==> config.mk <==
export PLATFORM = sky130hd
export DESIGN_NAME = zspi_cmd_ctrl_flat
export DESIGN_NICKNAME = d
export VERILOG_FILES = /design/src/rtl/zspi_pkg.sv /design/src/rtl/zspi_cmd_ctrl_if.sv /design/src/rtl/zspi_sync.sv /design/src/rtl/zspi_cmd_ctrl.sv /design/src/flat_wrapper.sv
export SDC_FILE = /design/constraint.sdc
export NUM_CORES = 1
export LEC_CHECK = 0
export CAP_MARGIN = 5
export CORE_ASPECT_RATIO = 0.75
export CORE_MARGIN = 5
export CORE_UTILIZATION = 45
export CTS_BUF_LIST = sky130_fd_sc_hd__clkbuf_4
export CTS_CLUSTER_DIAMETER = 120
export DETAILED_ROUTE_END_ITERATION = 7
export MAX_ROUTING_LAYER = met4
export PLACE_DENSITY = 0.77
export SLEW_MARGIN = 20
export SYNTH_ARGS = -nofsm -noshare
export SYNTH_HDL_FRONTEND = slang
export SYNTH_SLANG_ARGS = --single-unit
==> constraint.sdc <==
create_clock -name fclk -period 2 [get_ports fclk]
set_input_delay 0.5 -clock fclk [delete_from_list [all_inputs] [get_ports fclk]]
set_output_delay 0.5 -clock fclk [all_outputs]
set_load 0.01 [all_outputs]
==> src/rtl/zspi_pkg.sv <==
// Shared definitions for the zspi command controller: FSM states, command
// byte layout, default address width and the idle MISO fill byte.
package zspi_pkg;

    typedef enum logic [2:0] {
        ST_WAIT_CS = 3'd0,
        ST_IDLE    = 3'd1,
        ST_CMD     = 3'd2,
        ST_WDATA   = 3'd3,
        ST_RDATA   = 3'd4
    } zspi_state_e;

    localparam int          ZSPI_CMD_RD_BIT = 7;
    localparam int          ZSPI_ADDR_W     = 7;
    localparam logic [7:0]  ZSPI_IDLE_FILL  = 8'hFF;

endpackage

==> src/rtl/zspi_cmd_ctrl_if.sv <==
// Register-target bus of the zspi command controller: address, write data,
// single-cycle write/read strobes and the target's read data.
interface zspi_cmd_ctrl_if #(
    parameter int ADDR_W = 7
);
    logic [ADDR_W-1:0] reg_addr;
    logic [7:0]        wr_data;
    logic              wr_stb;
    logic              rd_stb;
    logic [7:0]        rd_data;

    modport master (
        output reg_addr, wr_data, wr_stb, rd_stb,
        input  rd_data
    );

    modport slave (
        input  reg_addr, wr_data, wr_stb, rd_stb,
        output rd_data
    );
endinterface

==> src/rtl/zspi_sync.sv <==
// Multi-flop synchronizer for one async SPI pin; level and rise/fall pulses
// are registered and mutually aligned (STAGES+1 cycles after the pin).
module zspi_sync #(
    parameter int STAGES  = 2,
    parameter bit RST_VAL = 1'b0
) (
    input  logic clk,
    input  logic rst_n,
    input  logic d,
    output logic q,
    output logic rise,
    output logic fall
);

    logic [STAGES-1:0] sh;

    always_ff @(posedge clk or negedge rst_n) begin
        if (!rst_n) begin
            sh   <= {STAGES{RST_VAL}};
            q    <= RST_VAL;
            rise <= 1'b0;
            fall <= 1'b0;
        end else begin
            sh   <= {sh[STAGES-2:0], d};
            q    <= sh[STAGES-1];
            rise <= sh[STAGES-1] & ~q;
            fall <= ~sh[STAGES-1] & q;
        end
    end

endmodule

==> src/rtl/zspi_cmd_ctrl.sv <==
// AVR SPI slave command/register-access controller in the fclk domain.
// Define ZSPI_AUTOINC_EN to advance reg_addr after every completed data byte.
module zspi_cmd_ctrl
    import zspi_pkg::*;
#(
    parameter int SYNC_STAGES = 2,
    parameter int ADDR_W      = ZSPI_ADDR_W
) (
    input  logic             fclk,
    input  logic             rst_n,
    input  logic             spics_n,
    input  logic             spick,
    input  logic             spido,
    output logic             spidi,
    output logic             frame_start,
    output logic             frame_end,
    zspi_cmd_ctrl_if.master  reg_bus
);

`ifdef ZSPI_AUTOINC_EN
    localparam bit AUTOINC = 1'b1;
`else
    localparam bit AUTOINC = 1'b0;
`endif

    logic        cs_q, cs_rise, cs_fall;
    logic        spk_level_unused, spk_rise, spk_fall;
    logic        mosi_q, mosi_rise_unused, mosi_fall_unused;

    zspi_state_e state;
    logic [2:0]  bit_cnt;
    logic [6:0]  rx_sh;
    logic [7:0]  tx_sh;
    logic [7:0]  rx_byte;
    logic        byte_done;
    logic        ld_pend;

    // CS synchronizer resets to "selected" so that a frame in progress at reset
    // release is seen as low and held off in WAIT_CS.
    zspi_sync #(.STAGES(SYNC_STAGES), .RST_VAL(1'b0)) u_sync_cs (
        .clk(fclk), .rst_n(rst_n), .d(spics_n),
        .q(cs_q), .rise(cs_rise), .fall(cs_fall)
    );

    zspi_sync #(.STAGES(SYNC_STAGES), .RST_VAL(1'b0)) u_sync_ck (
        .clk(fclk), .rst_n(rst_n), .d(spick),
        .q(spk_level_unused), .rise(spk_rise), .fall(spk_fall)
    );

    zspi_sync #(.STAGES(SYNC_STAGES), .RST_VAL(1'b0)) u_sync_do (
        .clk(fclk), .rst_n(rst_n), .d(spido),
        .q(mosi_q), .rise(mosi_rise_unused), .fall(mosi_fall_unused)
    );

    assign rx_byte   = {rx_sh, mosi_q};
    assign byte_done = spk_rise && (bit_cnt == 3'd7);

    always_ff @(posedge fclk or negedge rst_n) begin
        if (!rst_n) begin
            state            <= ST_WAIT_CS;
            bit_cnt          <= '0;
            rx_sh            <= '0;
            tx_sh            <= ZSPI_IDLE_FILL;
            ld_pend          <= 1'b0;
            spidi            <= 1'b1;
            frame_start      <= 1'b0;
            frame_end        <= 1'b0;
            reg_bus.reg_addr <= '0;
            reg_bus.wr_data  <= '0;
            reg_bus.wr_stb   <= 1'b0;
            reg_bus.rd_stb   <= 1'b0;
        end else begin
            frame_start    <= 1'b0;
            frame_end      <= 1'b0;
            reg_bus.wr_stb <= 1'b0;
            reg_bus.rd_stb <= 1'b0;
            ld_pend        <= reg_bus.rd_stb;
            if (AUTOINC && reg_bus.wr_stb)
                reg_bus.reg_addr <= reg_bus.reg_addr + ADDR_W'(1);

            if (cs_rise) begin
                // A frame cut by reset never had a frame_start, so no frame_end either.
                frame_end <= (state != ST_WAIT_CS);
                state     <= ST_IDLE;
                spidi     <= 1'b1;
                tx_sh     <= ZSPI_IDLE_FILL;
                ld_pend   <= 1'b0;
            end else begin
                case (state)
                    ST_WAIT_CS: if (cs_q) state <= ST_IDLE;
                    ST_IDLE: begin
                        if (cs_fall) begin
                            state       <= ST_CMD;
                            frame_start <= 1'b1;
                            bit_cnt     <= '0;
                        end
                    end
                    ST_CMD, ST_WDATA, ST_RDATA: begin
                        if (spk_fall)
                            spidi <= tx_sh[7];
                        if (state == ST_RDATA && ld_pend)
                            tx_sh <= reg_bus.rd_data;
                        else if (state == ST_RDATA && spk_rise)
                            tx_sh <= {tx_sh[6:0], 1'b1};
                        if (spk_rise) begin
                            rx_sh   <= rx_byte[6:0];
                            bit_cnt <= bit_cnt + 3'd1;
                        end
                        if (byte_done) begin
                            case (state)
                                ST_CMD: begin
                                    reg_bus.reg_addr <= rx_byte[ADDR_W-1:0];
                                    if (rx_byte[ZSPI_CMD_RD_BIT]) begin
                                        state          <= ST_RDATA;
                                        reg_bus.rd_stb <= 1'b1;
                                    end else begin
                                        state <= ST_WDATA;
                                    end
                                end
                                ST_WDATA: begin
                                    reg_bus.wr_data <= rx_byte;
                                    reg_bus.wr_stb  <= 1'b1;
                                end
                                ST_RDATA: begin
                                    if (AUTOINC)
                                        reg_bus.reg_addr <= reg_bus.reg_addr + ADDR_W'(1);
                                    reg_bus.rd_stb <= 1'b1;
                                end
                                default: ;
                            endcase
                        end
                    end
                    default: state <= ST_WAIT_CS;
                endcase
            end
        end
    end

endmodule

==> src/flat_wrapper.sv <==
// flat-port wrapper written by rule: the top's interface ports become plain ports
module zspi_cmd_ctrl_flat import zspi_pkg::*;
#(
    parameter int SYNC_STAGES = 2,
    parameter int ADDR_W      = ZSPI_ADDR_W
)
  (fclk, rst_n, spics_n, spick, spido, spidi, frame_start, frame_end, reg_bus_reg_addr, reg_bus_wr_data, reg_bus_wr_stb, reg_bus_rd_stb, reg_bus_rd_data);
  zspi_cmd_ctrl_if #(.ADDR_W(ADDR_W)) reg_bus_i ();
  input  logic fclk;
  input  logic rst_n;
  input  logic spics_n;
  input  logic spick;
  input  logic spido;
  output logic spidi;
  output logic frame_start;
  output logic frame_end;
  output wire logic [$bits(reg_bus_i.reg_addr)-1:0] reg_bus_reg_addr;
  output wire logic [$bits(reg_bus_i.wr_data)-1:0] reg_bus_wr_data;
  output wire logic [$bits(reg_bus_i.wr_stb)-1:0] reg_bus_wr_stb;
  output wire logic [$bits(reg_bus_i.rd_stb)-1:0] reg_bus_rd_stb;
  input wire logic [$bits(reg_bus_i.rd_data)-1:0] reg_bus_rd_data;
  assign reg_bus_reg_addr = reg_bus_i.reg_addr;
  assign reg_bus_wr_data = reg_bus_i.wr_data;
  assign reg_bus_wr_stb = reg_bus_i.wr_stb;
  assign reg_bus_rd_stb = reg_bus_i.rd_stb;
  assign reg_bus_i.rd_data = reg_bus_rd_data;
  zspi_cmd_ctrl #(.SYNC_STAGES(SYNC_STAGES), .ADDR_W(ADDR_W)) u_core (.fclk(fclk), .rst_n(rst_n), .spics_n(spics_n), .spick(spick), .spido(spido), .spidi(spidi), .frame_start(frame_start), .frame_end(frame_end), .reg_bus(reg_bus_i));
endmodule
==> metrics.csv <==
metric,value,unit
coreArea,4820,sq um
wl_per_cell,15.3,um
area_growth,20.3,%
clockRootBuffer,clkbuf_4,
cts_resized,0,
skew,0.00450,ns
crit-reg2reg-launch,u_core.bit_cnt[0]$_DFFE_PN0P_,
setup_ws,0.0652,ns
outcome,finished clean,
ir_drop,0.491,mV
placementRows,22,
clkLatencyLatePin,0.35,ns
syn_nets,171,
synth_flop_cell,dfrtp_1,
mostFrequentLayoutCell,dfrtp_1,
synth-async-reset-ratio,100,%
finalSetupViolCount,0,
arrival,1.43,ns
syn_avg_cell_area,14.2,sq um
place_ws,0.206,ns
r2r_slack,0.21,ns
p_total,2.28,mW
synthCells,156,
cts_buffers,5,
overflow,0,
slowest_stage,dfstp_2,
worstMarginPinSlew,0.523,ns
antenna_found_initial,0,
synth-seq-cells,55,
cts_buffer_depth,2,
layout_common_cells,"dfrtp_1, clkdlybuf4s50_1, mux2_2",
port_buffers,32,
min_path_type,in -> async,
first_pass_iters,4,
yosys_warnings,0,
drt-total-wl,3860,um
ys_types,38,
dieArea,6440,sq um
cp_max_fo,2,
nets,208,
synthTopCellsByArea,"dfrtp_1, dfstp_2, mux2_2, mux2i_1, a2bb2oi_1",
drv_cap,0,
drive_gt1_share,25.9,%
cts_num_sinks,55,
slew_headroom,65.1,%
crit_path_end_kind,output port,
yosys.area.top_type,dfrtp_1,
p_leak,1.26,nW
syn-cell-area,2210,sq um
crit_chain,clkdlybuf4s50_1,
grt_max_degree,23,
setup-tns-final,0,ns
via_per_inst,5.27,
p_per_area,858,nW/um^2
ant_nets,0,
n_antenna_cell,0,
worstPathRequired,1.50,ns
ios,33,
finalMaxSlewViolations,0,
grt_pass1_vias,1426,
netlist.area_leader.share,52.0,%
synth_edf_count,0,
h-tree-depth,2,
clkTransAtPathRegs,0.14,ns
remaining_drc_errors,0,
crit_type,reg -> out,
period_needed,1.93,ns
start_kind,flop,
grt_setup_unrepaired,false,
gr-usage-all-layers,13.4,%
vias,1334,
ys_seq_area_share,62.7,%
cts_tree,yes,
dp_cells,246,
cpLargestDelayFamily,flip-flops,
place_congestion,0.843,
drt_iter0_markers,97,
fin_crit_sh,96.7,%
r2r_cells,5,
fp.dieW,91.0,um
grt_pass1_wl,6960,um
start_util,45.9,%
fin_cells,253,
post-dp-hpwl,2790,um
post_cts_buffers,0,
hold_buffers,0,
rr_endpoint,u_core.reg_bus.wr_data[0]$_DFFE_PN0P_,
hold_viol_final,0,
max_freq,517,MHz
crit_buf_inv,1,
die_y,70.7,um
slowest_delay,0.56,ns
[report_power, final]
part           internal [mW]  total (mW)  leakage (nW)  switching [mW]
clock network          0.257       0.572        0.0373           0.315
logic                  0.191       0.357         0.525           0.166
registers               1.23        1.35         0.697           0.127
total                   1.68        2.28          1.26           0.608
[cell families (layout without fill, tap and decap cells)]
family                     after synthesis  after routing  synth area share [%]
DFF                                     55             55                  62.7
muxes                                   29             29                  14.3
buffers and inverters                   10             47                  2.77
and+or+nand+nor                         33             33                  10.0
AOI/OAI and AO/OA                       27             27                  9.10
adders and majority gates                2              2                  1.13
[area by class of cell]
class | instances | area [sq um]
Timing Repair Buffer | 36 | 345
Tap cell | 60 | 75.1
Multi-Input combinational cell | 91 | 764
Sequential cell | 55 | 1390
Clock buffer | 5 | 37.5
Inverter | 4 | 15.0
Clock inverter | 2 | 37.5
Fill cell | 384 | 2150
[layer usage]
layer | vias up | routed length, um | track usage [%] | share of wire, %
met1 | 663 | 1850 | 18.1 | 48
met3 | 0 | 191 | 4.14 | 4.9
met2 | 34 | 1820 | 21.0 | 47
li1 | 637 | - | - | -
met4 | 0 | 0 | 0.977 | 0
met5 | - | 0 | - | 0
[worst max path at each step]
stage                                                        to  slack, ns                     startpoint  depth (start not counted)
after floorplan           u_core.reg_bus.wr_data[0]$_DFFE_PN0P_       0.41  u_core.bit_cnt[0]$_DFFE_PN0P_                          5
after global placement    u_core.reg_bus.wr_data[6]$_DFFE_PN0P_       0.30  u_core.bit_cnt[0]$_DFFE_PN0P_                          5
after detailed placement  u_core.reg_bus.wr_data[0]$_DFFE_PN0P_       0.21  u_core.bit_cnt[0]$_DFFE_PN0P_                          5
after CTS                                                 spidi       0.04       u_core.spidi$_DFFE_PN1P_                          1
after global routing                                      spidi      0.007       u_core.spidi$_DFFE_PN1P_                          1
final                                                     spidi       0.07       u_core.spidi$_DFFE_PN1P_                          1
[metrics by stage]
step,hold WS (ns),util (%),area [sq um]
detailed placement,0.335,53.7,2590
global placement,0.334,53.7,2590
global route,0.0852,55.3,2660
floorplan,0.204,-,2210
finish,0.0769,55.3,2660
CTS,0.0748,55.3,2660
[sequential cells by signal, summed over array words and instances (netlist names), 2 cells and up]
name / flops
u_core.u_sync_cs.sh: 2
u_core.rx_sh: 7
u_core.u_sync_ck.sh: 2
u_core.reg_bus.wr_data: 8
u_core.reg_bus.reg_addr: 7
u_core.bit_cnt: 3
u_core.tx_sh: 8
u_core.u_sync_do.sh: 2
u_core.state: 3
[synthesized netlist by cell type (2+ instances only)]
| library cell | n |
|---|---|
| dfstp_2 | 9 |
| o21ai_0 | 5 |
| mux2_2 | 21 |
| nand2b_1 | 2 |
| nor2_1 | 6 |
| o21ai_2 | 2 |
| nor3_1 | 3 |
| a21oi_1 | 3 |
| a2bb2oi_1 | 7 |
| ha_1 | 2 |
| buf_6 | 2 |
| nand2_1 | 3 |
| and4bb_1 | 2 |
| dfrtp_1 | 46 |
| nor2b_1 | 8 |
| mux2i_1 | 8 |
| a22o_1 | 2 |
| buf_4 | 2 |
| inv_1 | 4 |
No activity file was read; power rests on OpenSTA's default activity.
